[config.mk]
export PLATFORM = sky130hd
export DESIGN_NAME = dma_channel_arbiter
export DESIGN_NICKNAME = d
export VERILOG_FILES = /design/src/rtl/dma_channel_arbiter_pkg.sv /design/src/rtl/rr_picker.sv /design/src/rtl/dma_channel_arbiter.sv
export SDC_FILE = /design/constraint.sdc
export NUM_CORES = 1
export LEC_CHECK = 0
export BUFFER_PORTS_ARGS = -buffer_cell sky130_fd_sc_hd__buf_2
export CAP_MARGIN = 20
export CORE_ASPECT_RATIO = 0.75
export CORE_MARGIN = 1.5
export CORE_UTILIZATION = 40
export CTS_CLUSTER_SIZE = 10
export DETAILED_ROUTE_END_ITERATION = 16
export GPL_TIMING_DRIVEN = 1
export PLACE_DENSITY = 0.82
export SYNTH_ARGS = -nofsm -noshare
export SYNTH_HDL_FRONTEND = slang
export SYNTH_SLANG_ARGS = --single-unit
[constraint.sdc]
create_clock -name clk -period 5.05 [get_ports clk]
set_input_delay 0.2525 -clock clk [delete_from_list [all_inputs] [get_ports clk]]
set_output_delay 0.2525 -clock clk [all_outputs]
set_load 0.01 [all_outputs]
[src/rtl/dma_channel_arbiter_pkg.sv]
// rtl/dma_channel_arbiter_pkg.sv - shared dma arbiter state encoding and defaults
package dma_channel_arbiter_pkg;

   localparam int ARB_NUM_CH_DEF  = 4;
   localparam int ARB_TIMEOUT_DEF = 4096;
   localparam int ARB_BUSY_CNT_W  = 16;

   typedef enum logic [2:0] {
      ARB_IDLE    = 3'd0,
      ARB_GRANT   = 3'd1,
      ARB_BUSY    = 3'd2,
      ARB_ABORT   = 3'd3,
      ARB_RELEASE = 3'd4
   } arb_state_e;

endpackage

[src/rtl/rr_picker.sv]
// rtl/rr_picker.sv - combinational round-robin winner search starting at ptr
module rr_picker #(
   parameter int NUM_CH = 4,
   parameter int CW     = 2
) (
   input  logic [NUM_CH-1:0] req,
   input  logic [CW-1:0]     ptr,
   output logic [CW-1:0]     winner,
   output logic              valid
);

   logic [CW-1:0] idx;

   always_comb begin
      winner = '0;
      valid  = 1'b0;
      idx    = '0;
      for (int i = 0; i < NUM_CH; i++) begin
         idx = CW'((int'(ptr) + i) % NUM_CH);
         if (!valid && req[idx]) begin
            winner = idx;
            valid  = 1'b1;
         end
      end
   end

endmodule

[src/rtl/dma_channel_arbiter.sv]
// rtl/dma_channel_arbiter.sv - round-robin arbiter sharing one dma_controller among NUM_CH channels
module dma_channel_arbiter
   import dma_channel_arbiter_pkg::*;
#(
   parameter int NUM_CH      = ARB_NUM_CH_DEF,
   parameter int ADD_LEN     = 16,
   parameter int DATA_LEN    = 16,
   parameter int TIMEOUT_CYC = ARB_TIMEOUT_DEF
) (
   input  logic                          clk,
   input  logic                          reset,
   input  logic [NUM_CH-1:0]             ch_rqst,
   input  logic [NUM_CH-1:0]             ch_rd_wr,
   input  logic [NUM_CH*ADD_LEN-1:0]     ch_num_words,
   input  logic [NUM_CH*(ADD_LEN+1)-1:0] ch_start_addr,
   input  logic [NUM_CH-1:0]             ch_dev_ack,
   input  logic [NUM_CH*DATA_LEN-1:0]    ch_dev_in,
   output logic [NUM_CH-1:0]             ch_grant,
   output logic [NUM_CH-1:0]             ch_dma_ack,
   output logic [NUM_CH-1:0]             ch_end_flag,
   output logic [NUM_CH-1:0]             ch_err,
   output logic [DATA_LEN-1:0]           dev_out_bcast,
   output logic                          rqst,
   output logic                          rd_wr,
   output logic [ADD_LEN-1:0]            num_words,
   output logic [ADD_LEN:0]              start_addr,
   output logic                          dev_ack,
   output logic [DATA_LEN-1:0]           dev_in,
   input  logic                          dma_ack,
   input  logic                          end_flag,
   input  logic [DATA_LEN-1:0]           dev_out,
   output logic                          ctrl_reset
);

   localparam int CW = (NUM_CH > 1) ? $clog2(NUM_CH) : 1;
   localparam logic [ARB_BUSY_CNT_W-1:0] TO_LAST = ARB_BUSY_CNT_W'(TIMEOUT_CYC - 1);
   localparam logic [NUM_CH-1:0] ONE_HOT0 = NUM_CH'(1);

   arb_state_e                state_q, state_d;
   logic [CW-1:0]             owner_q, owner_d;
   logic [CW-1:0]             rr_ptr_q, rr_ptr_d;
   logic [ARB_BUSY_CNT_W-1:0] busy_cnt_q, busy_cnt_d;
   logic                      abort_cnt_q, abort_cnt_d;
   logic [NUM_CH-1:0]         err_q, err_d;
   logic [NUM_CH-1:0]         grant_q, grant_d;
   logic                      rqst_q, rqst_d;
   logic                      ctrl_reset_q, ctrl_reset_d;
   logic                      rd_wr_q, rd_wr_d;
   logic [ADD_LEN-1:0]        num_words_q, num_words_d;
   logic [ADD_LEN:0]          start_addr_q, start_addr_d;
   logic [CW-1:0]             pick_idx;
   logic                      pick_vld;
   logic                      in_xfer;

   rr_picker #(.NUM_CH(NUM_CH), .CW(CW)) u_rr_picker (
      .req    (ch_rqst),
      .ptr    (rr_ptr_q),
      .winner (pick_idx),
      .valid  (pick_vld)
   );

   always_comb begin
      state_d      = state_q;
      owner_d      = owner_q;
      rr_ptr_d     = rr_ptr_q;
      busy_cnt_d   = busy_cnt_q;
      abort_cnt_d  = abort_cnt_q;
      err_d        = err_q;
      rd_wr_d      = rd_wr_q;
      num_words_d  = num_words_q;
      start_addr_d = start_addr_q;
      case (state_q)
         ARB_IDLE: begin
            // Channel parameters are captured at grant so the controller sees them stable.
            if (pick_vld) begin
               state_d         = ARB_GRANT;
               owner_d         = pick_idx;
               err_d[pick_idx] = 1'b0;
               rd_wr_d         = ch_rd_wr[pick_idx];
               num_words_d     = ch_num_words[int'(pick_idx)*ADD_LEN +: ADD_LEN];
               start_addr_d    = ch_start_addr[int'(pick_idx)*(ADD_LEN+1) +: ADD_LEN+1];
            end
         end
         ARB_GRANT: begin
            state_d    = ARB_BUSY;
            busy_cnt_d = '0;
         end
         ARB_BUSY: begin
            busy_cnt_d = (busy_cnt_q == '1) ? busy_cnt_q : busy_cnt_q + 1'b1;
            if (end_flag) begin
               state_d = ARB_RELEASE;
            end else if (busy_cnt_q == TO_LAST) begin
               state_d        = ARB_ABORT;
               abort_cnt_d    = 1'b0;
               err_d[owner_q] = 1'b1;
            end
         end
         ARB_ABORT: begin
            abort_cnt_d = 1'b1;
            if (abort_cnt_q) state_d = ARB_RELEASE;
         end
         ARB_RELEASE: begin
            state_d      = ARB_IDLE;
            rr_ptr_d     = (owner_q == CW'(NUM_CH-1)) ? '0 : owner_q + 1'b1;
            rd_wr_d      = 1'b0;
            num_words_d  = '0;
            start_addr_d = '0;
         end
         default: state_d = ARB_IDLE;
      endcase

      grant_d      = (state_d == ARB_GRANT || state_d == ARB_BUSY || state_d == ARB_ABORT)
                     ? (ONE_HOT0 << owner_d) : '0;
      rqst_d       = (state_d == ARB_GRANT);
      ctrl_reset_d = (state_d == ARB_ABORT);
   end

   always_ff @(posedge clk or negedge reset) begin
      if (!reset) begin
         state_q      <= ARB_IDLE;
         owner_q      <= '0;
         rr_ptr_q     <= '0;
         busy_cnt_q   <= '0;
         abort_cnt_q  <= 1'b0;
         err_q        <= '0;
         grant_q      <= '0;
         rqst_q       <= 1'b0;
         ctrl_reset_q <= 1'b1;
         rd_wr_q      <= 1'b0;
         num_words_q  <= '0;
         start_addr_q <= '0;
      end else begin
         state_q      <= state_d;
         owner_q      <= owner_d;
         rr_ptr_q     <= rr_ptr_d;
         busy_cnt_q   <= busy_cnt_d;
         abort_cnt_q  <= abort_cnt_d;
         err_q        <= err_d;
         grant_q      <= grant_d;
         rqst_q       <= rqst_d;
         ctrl_reset_q <= ctrl_reset_d;
         rd_wr_q      <= rd_wr_d;
         num_words_q  <= num_words_d;
         start_addr_q <= start_addr_d;
      end
   end

   // Controller responses are only meaningful while a transfer is running.
   assign in_xfer       = (state_q == ARB_GRANT) || (state_q == ARB_BUSY);
   assign ch_dma_ack    = (state_q == ARB_BUSY && dma_ack)  ? grant_q : '0;
   assign ch_end_flag   = (state_q == ARB_BUSY && end_flag) ? grant_q : '0;
   assign dev_ack       = in_xfer ? ch_dev_ack[owner_q] : 1'b0;
   assign dev_in        = in_xfer ? ch_dev_in[int'(owner_q)*DATA_LEN +: DATA_LEN] : '0;
   assign dev_out_bcast = dev_out;
   assign ch_grant      = grant_q;
   assign ch_err        = err_q;
   assign rqst          = rqst_q;
   assign ctrl_reset    = ctrl_reset_q;
   assign rd_wr         = rd_wr_q;
   assign num_words     = num_words_q;
   assign start_addr    = start_addr_q;

endmodule

==> run_results.csv <==
group,metric,value,unit
power_and_ir_drop,p_per_area,500,nW/um2
final_layout,drive_gt1_share,48.8,%
clock_tree,cts.htree.levels,3,
floorplanning,rows,36,
sta,hold_violations,0,
drt,drcViolationCount,0,
global_route,grtUsageMet3,4.52,%
sta,clock-skew-final,0.00753,ns
synthesis,muxShareOfSynthArea,14.3,%
synthesis,synth_top_family_by_area,"compound AO/OA/AOI/OAI gates",
critical_path,cp_max_fo,35,
sta,finalSetupTns,0,ns
drt,wire_per_inst,17.8,um
run,drv_cap,0,
critical_path,timing.rr.start,"rr_ptr_q[1]$_DFFE_PN0P_",
sta,slew_viol_final,0,
floorplanning,io_pins,313,
global_route,antenna_found_initial,0,
synthesis,synth_edf_count,0,
min_path,hp-class,"in2async",
global_route,grt_pass1_wl,25.4,mm
power_and_ir_drop,p_sw,1.55,mW
synthesis,synth-async-reset-ratio,100,%
global_route,grt_pass1_vias,4962,
final_layout,layoutNonFillerInstCount,941,
final_layout,post-route-util,53.4,%
global_route,grt_use_met1,32.0,%
synthesis,synth_warnings,0,
critical_path,crit_required,5.26,ns
sta,fin_crit,2.76,ns
synthesis,synth_fa_ha_area_share,1.18,%
place,dp.cells,923,
critical_path,criticalPathCategory,"reg2reg",
synthesis,synth_compound_area_share,24.7,%
sta,max_freq,0.362,GHz
sta,grt_setup_unrepaired,"false",
clock_tree,clkSinkCount,68,
power_and_ir_drop,clockPowerShare,17.0,%
sta,period_share,54.7,%
critical_path,rr_worst_depth,6,
drt,via_per_inst,5.48,
synthesis,synth-simple-area-share,17.8,%
synthesis,synthXorXnorAreaFrac,1.66,%
critical_path,cpPeakStageDelay,0.68,ns
synthesis,syn-cell-area,5290,um2
drt,wl,16.8,mm
clock_tree,cts_buffers,9,
final_layout,num-nets-final,998,
critical_path,worstPathArrival,2.97,ns
synthesis,yosysSeqAreaShare,32.2,%
global_route,grt_use_met2,38.0,%
clock_tree,clk_latency,0.34,ns
global_route,grt-ovfl-total,0,
floorplanning,die_h,103,um
drt,first_pass_iters,5,
clock_tree,cts_root_buf,"clkbuf_16",
place,gp_congestion,0.821,
critical_path,crit_chain,"mux2i_1, nor2_4, nor3_4, buf_4, mux2i_1, o211ai_2",
clock_tree,cts_resized,0,
power_and_ir_drop,power_frac_comb,57.1,%
power_and_ir_drop,peakVddDrop,0.226,mV
global_route,grt_busiest_layer,"met2",
critical_path,timing.rr.end,"start_addr[3]$_DFFE_PN0P_",
floorplanning,core,12900,um2
critical_path,worst_setup_path_end_kind,"flop",
floorplanning,start_util,40.9,%
power_and_ir_drop,intPower,1.90,mW
power_and_ir_drop,p_seq_share,26.0,%
place,portBuffers,280,
critical_path,r2r_slack,2.29,ns
global_route,grt.total_usage,23.4,%
synthesis,syn_inst,533,
power_and_ir_drop,p_leak,3.44,nW
sta,relSlewSlack,29.7,%
sta,tightest_slew,1.05,ns
clock_tree,hold_buffers,0,
power_and_ir_drop,switching_share,44.9,%
floorplanning,fp.dieW,136,um
critical_path,cp_slowest_cell,"nor3_4",
run_status,status,"finished, final reports clean",
clock_tree,cts_tree,"yes",
synthesis,yosys_most_used_dff,"dfrtp_1",
final_layout,num_antenna_cells,0,
global_route,grt_max_degree,69,
drt,num_vias,5156,
synthesis,ys_ff_latch,68,
synthesis,postSynthNetCount,766,
clock_tree,clockBufferDepth,2,
clock_tree,cts_setup_buffers,0,
floorplanning,die_area,13900,um2
place,hpwlAfterDp,12.1,mm
synthesis,syn_area_per_cell,9.92,um2
critical_path,crit_top_cell,"mux2i_1",
synthesis,synth_cell_type_count,64,
critical_path,start_kind,"flop",
sta,final-setup-viol-count,0,
drt,drtAntennaViolNets,0,
final_layout,syn2layout_area_growth,30.5,%
clock_tree,cts.reportedPaths.clkPinSlew,0.06,ns
final_layout,nFillCells,1172,
drt,drt_iter0_markers,246,
[layout make-up]
| cell class | count | area [um2] | area share, % |
|---|---|---|---|
| clock buffer | 9 | 225 | 3.26 |
| clock inverter | 7 | 50.0 | 0.725 |
| inverter | 14 | 52.6 | 0.761 |
| multi-input combinational | 388 | 3190 | 46.2 |
| sequential | 68 | 1700 | 24.7 |
| tap | 171 | 214 | 3.10 |
| timing repair buffer | 284 | 1470 | 21.2 |
[stage by stage]
step / worst slack (ns) / area [um2] / total power, mW / hold WS, ns
after floorplan: 3.27 / 5290 / 2.31 / -0.0431
after global placement: 2.41 / 6580 / 2.79 / 0.430
after detailed placement: 2.23 / 6580 / 2.85 / 0.444
after CTS: 2.23 / 6860 / 3.45 / 0.0766
after global routing: 2.09 / 6900 / 3.70 / 0.104
final: 2.29 / 6900 / 3.45 / 0.0213
[Yosys cell counts (5+ instances only)]
| cell | count | area share, % |
|---|---|---|
| clkbuf_1 | 26 | 1.8 |
| dfrtp_1 | 67 | 32 |
| o211ai_1 | 7 | 0.99 |
| nor2_1 | 16 | 1.1 |
| inv_1 | 12 | 0.85 |
| o211ai_2 | 29 | 6.9 |
| o31ai_1 | 38 | 5.4 |
| mux4_2 | 17 | 7.2 |
| nor2b_1 | 18 | 2.1 |
| buf_6 | 6 | 1.3 |
| a21oi_1 | 5 | 0.47 |
| buf_2 | 8 | 0.76 |
| buf_4 | 21 | 3.0 |
| a21o_1 | 35 | 5.0 |
| ha_1 | 5 | 1.2 |
| nand2_1 | 49 | 3.5 |
| nand4_1 | 37 | 4.4 |
| and3_1 | 12 | 1.4 |
| or3_1 | 5 | 0.59 |
| mux2i_1 | 36 | 6.8 |
| xnor2_1 | 7 | 1.2 |
| o21ai_0 | 7 | 0.66 |
[metal layers]
layer	vias to the layer above	routed length [um]	share of wire (%)
met5	-	0	0
met4	0	214	1.3
met3	19	972	5.8
met2	197	7920	47
met1	2478	7670	46
li1	2462	-	-
[worst max-delay path, delay by kind of cell, from the launching register on]
family	cells	cell delay, ns
simple gates	2	0.91
compound gates	1	0.09
flops	1	0.41
buf+inv	1	0.55
mux	2	0.65
[cells in the final DEF (no fill, tap or decap), drive strengths merged, types with 17 or more instances in the layout]
| cell | netlist | final |
|---|---|---|
| buf | 35 | 284 |
| dfrtp | 67 | 67 |
| nand2 | 49 | 49 |
| o31ai | 40 | 40 |
| nand4 | 37 | 37 |
| mux2i | 36 | 36 |
| o211ai | 36 | 36 |
| a21o | 35 | 35 |
| nor2b | 18 | 18 |
| nor2 | 18 | 18 |
| mux4 | 17 | 17 |
[state kept, by name (all words and copies together), names as in the netlist]
register	cells
rr_ptr_q	2
owner_q	2
rd_wr	1
state_q	3
num_words	16
start_addr	17
ch_grant	4
abort_cnt_q	1
rqst	1
ctrl_reset	1
ch_err	4
busy_cnt_q	16
[logic make-up (layout without fill, tap and decap cells)]
family,count (synthesis),count (layout)
AND/OR/NAND/NOR,170,170
AO/OA/AOI/OAI,149,149
buffers and inverters,77,314
flip-flops,68,68
multiplexers,54,54
XOR/XNOR,10,10
adder cells (fa/ha/maj),5,5
[worst max path at each step]
stage,from,end,slack (ns),cells past startpoint
after floorplan,owner_q[0]$_DFF_PN0_,dev_in[10],3.27,3
after global placement,rr_ptr_q[1]$_DFFE_PN0P_,start_addr[3]$_DFFE_PN0P_,2.41,6
after detailed placement,rr_ptr_q[1]$_DFFE_PN0P_,start_addr[3]$_DFFE_PN0P_,2.23,6
after CTS,rr_ptr_q[1]$_DFFE_PN0P_,start_addr[3]$_DFFE_PN0P_,2.23,6
after global routing,rr_ptr_q[1]$_DFFE_PN0P_,start_addr[3]$_DFFE_PN0P_,2.09,6
final,rr_ptr_q[1]$_DFFE_PN0P_,start_addr[3]$_DFFE_PN0P_,2.29,6
[power by group through the flow]
stage / sequential [mW] / combinational [mW] / clock [mW]
final: 0.897 / 1.97 / 0.585
after global routing: 0.917 / 2.16 / 0.625
after CTS: 0.894 / 1.96 / 0.601
after detailed placement: 0.899 / 1.95 / 0
after global placement: 0.891 / 1.90 / 0
after floorplan: 0.895 / 1.42 / 0
Note: power is estimated with default switching activity, not from simulation.
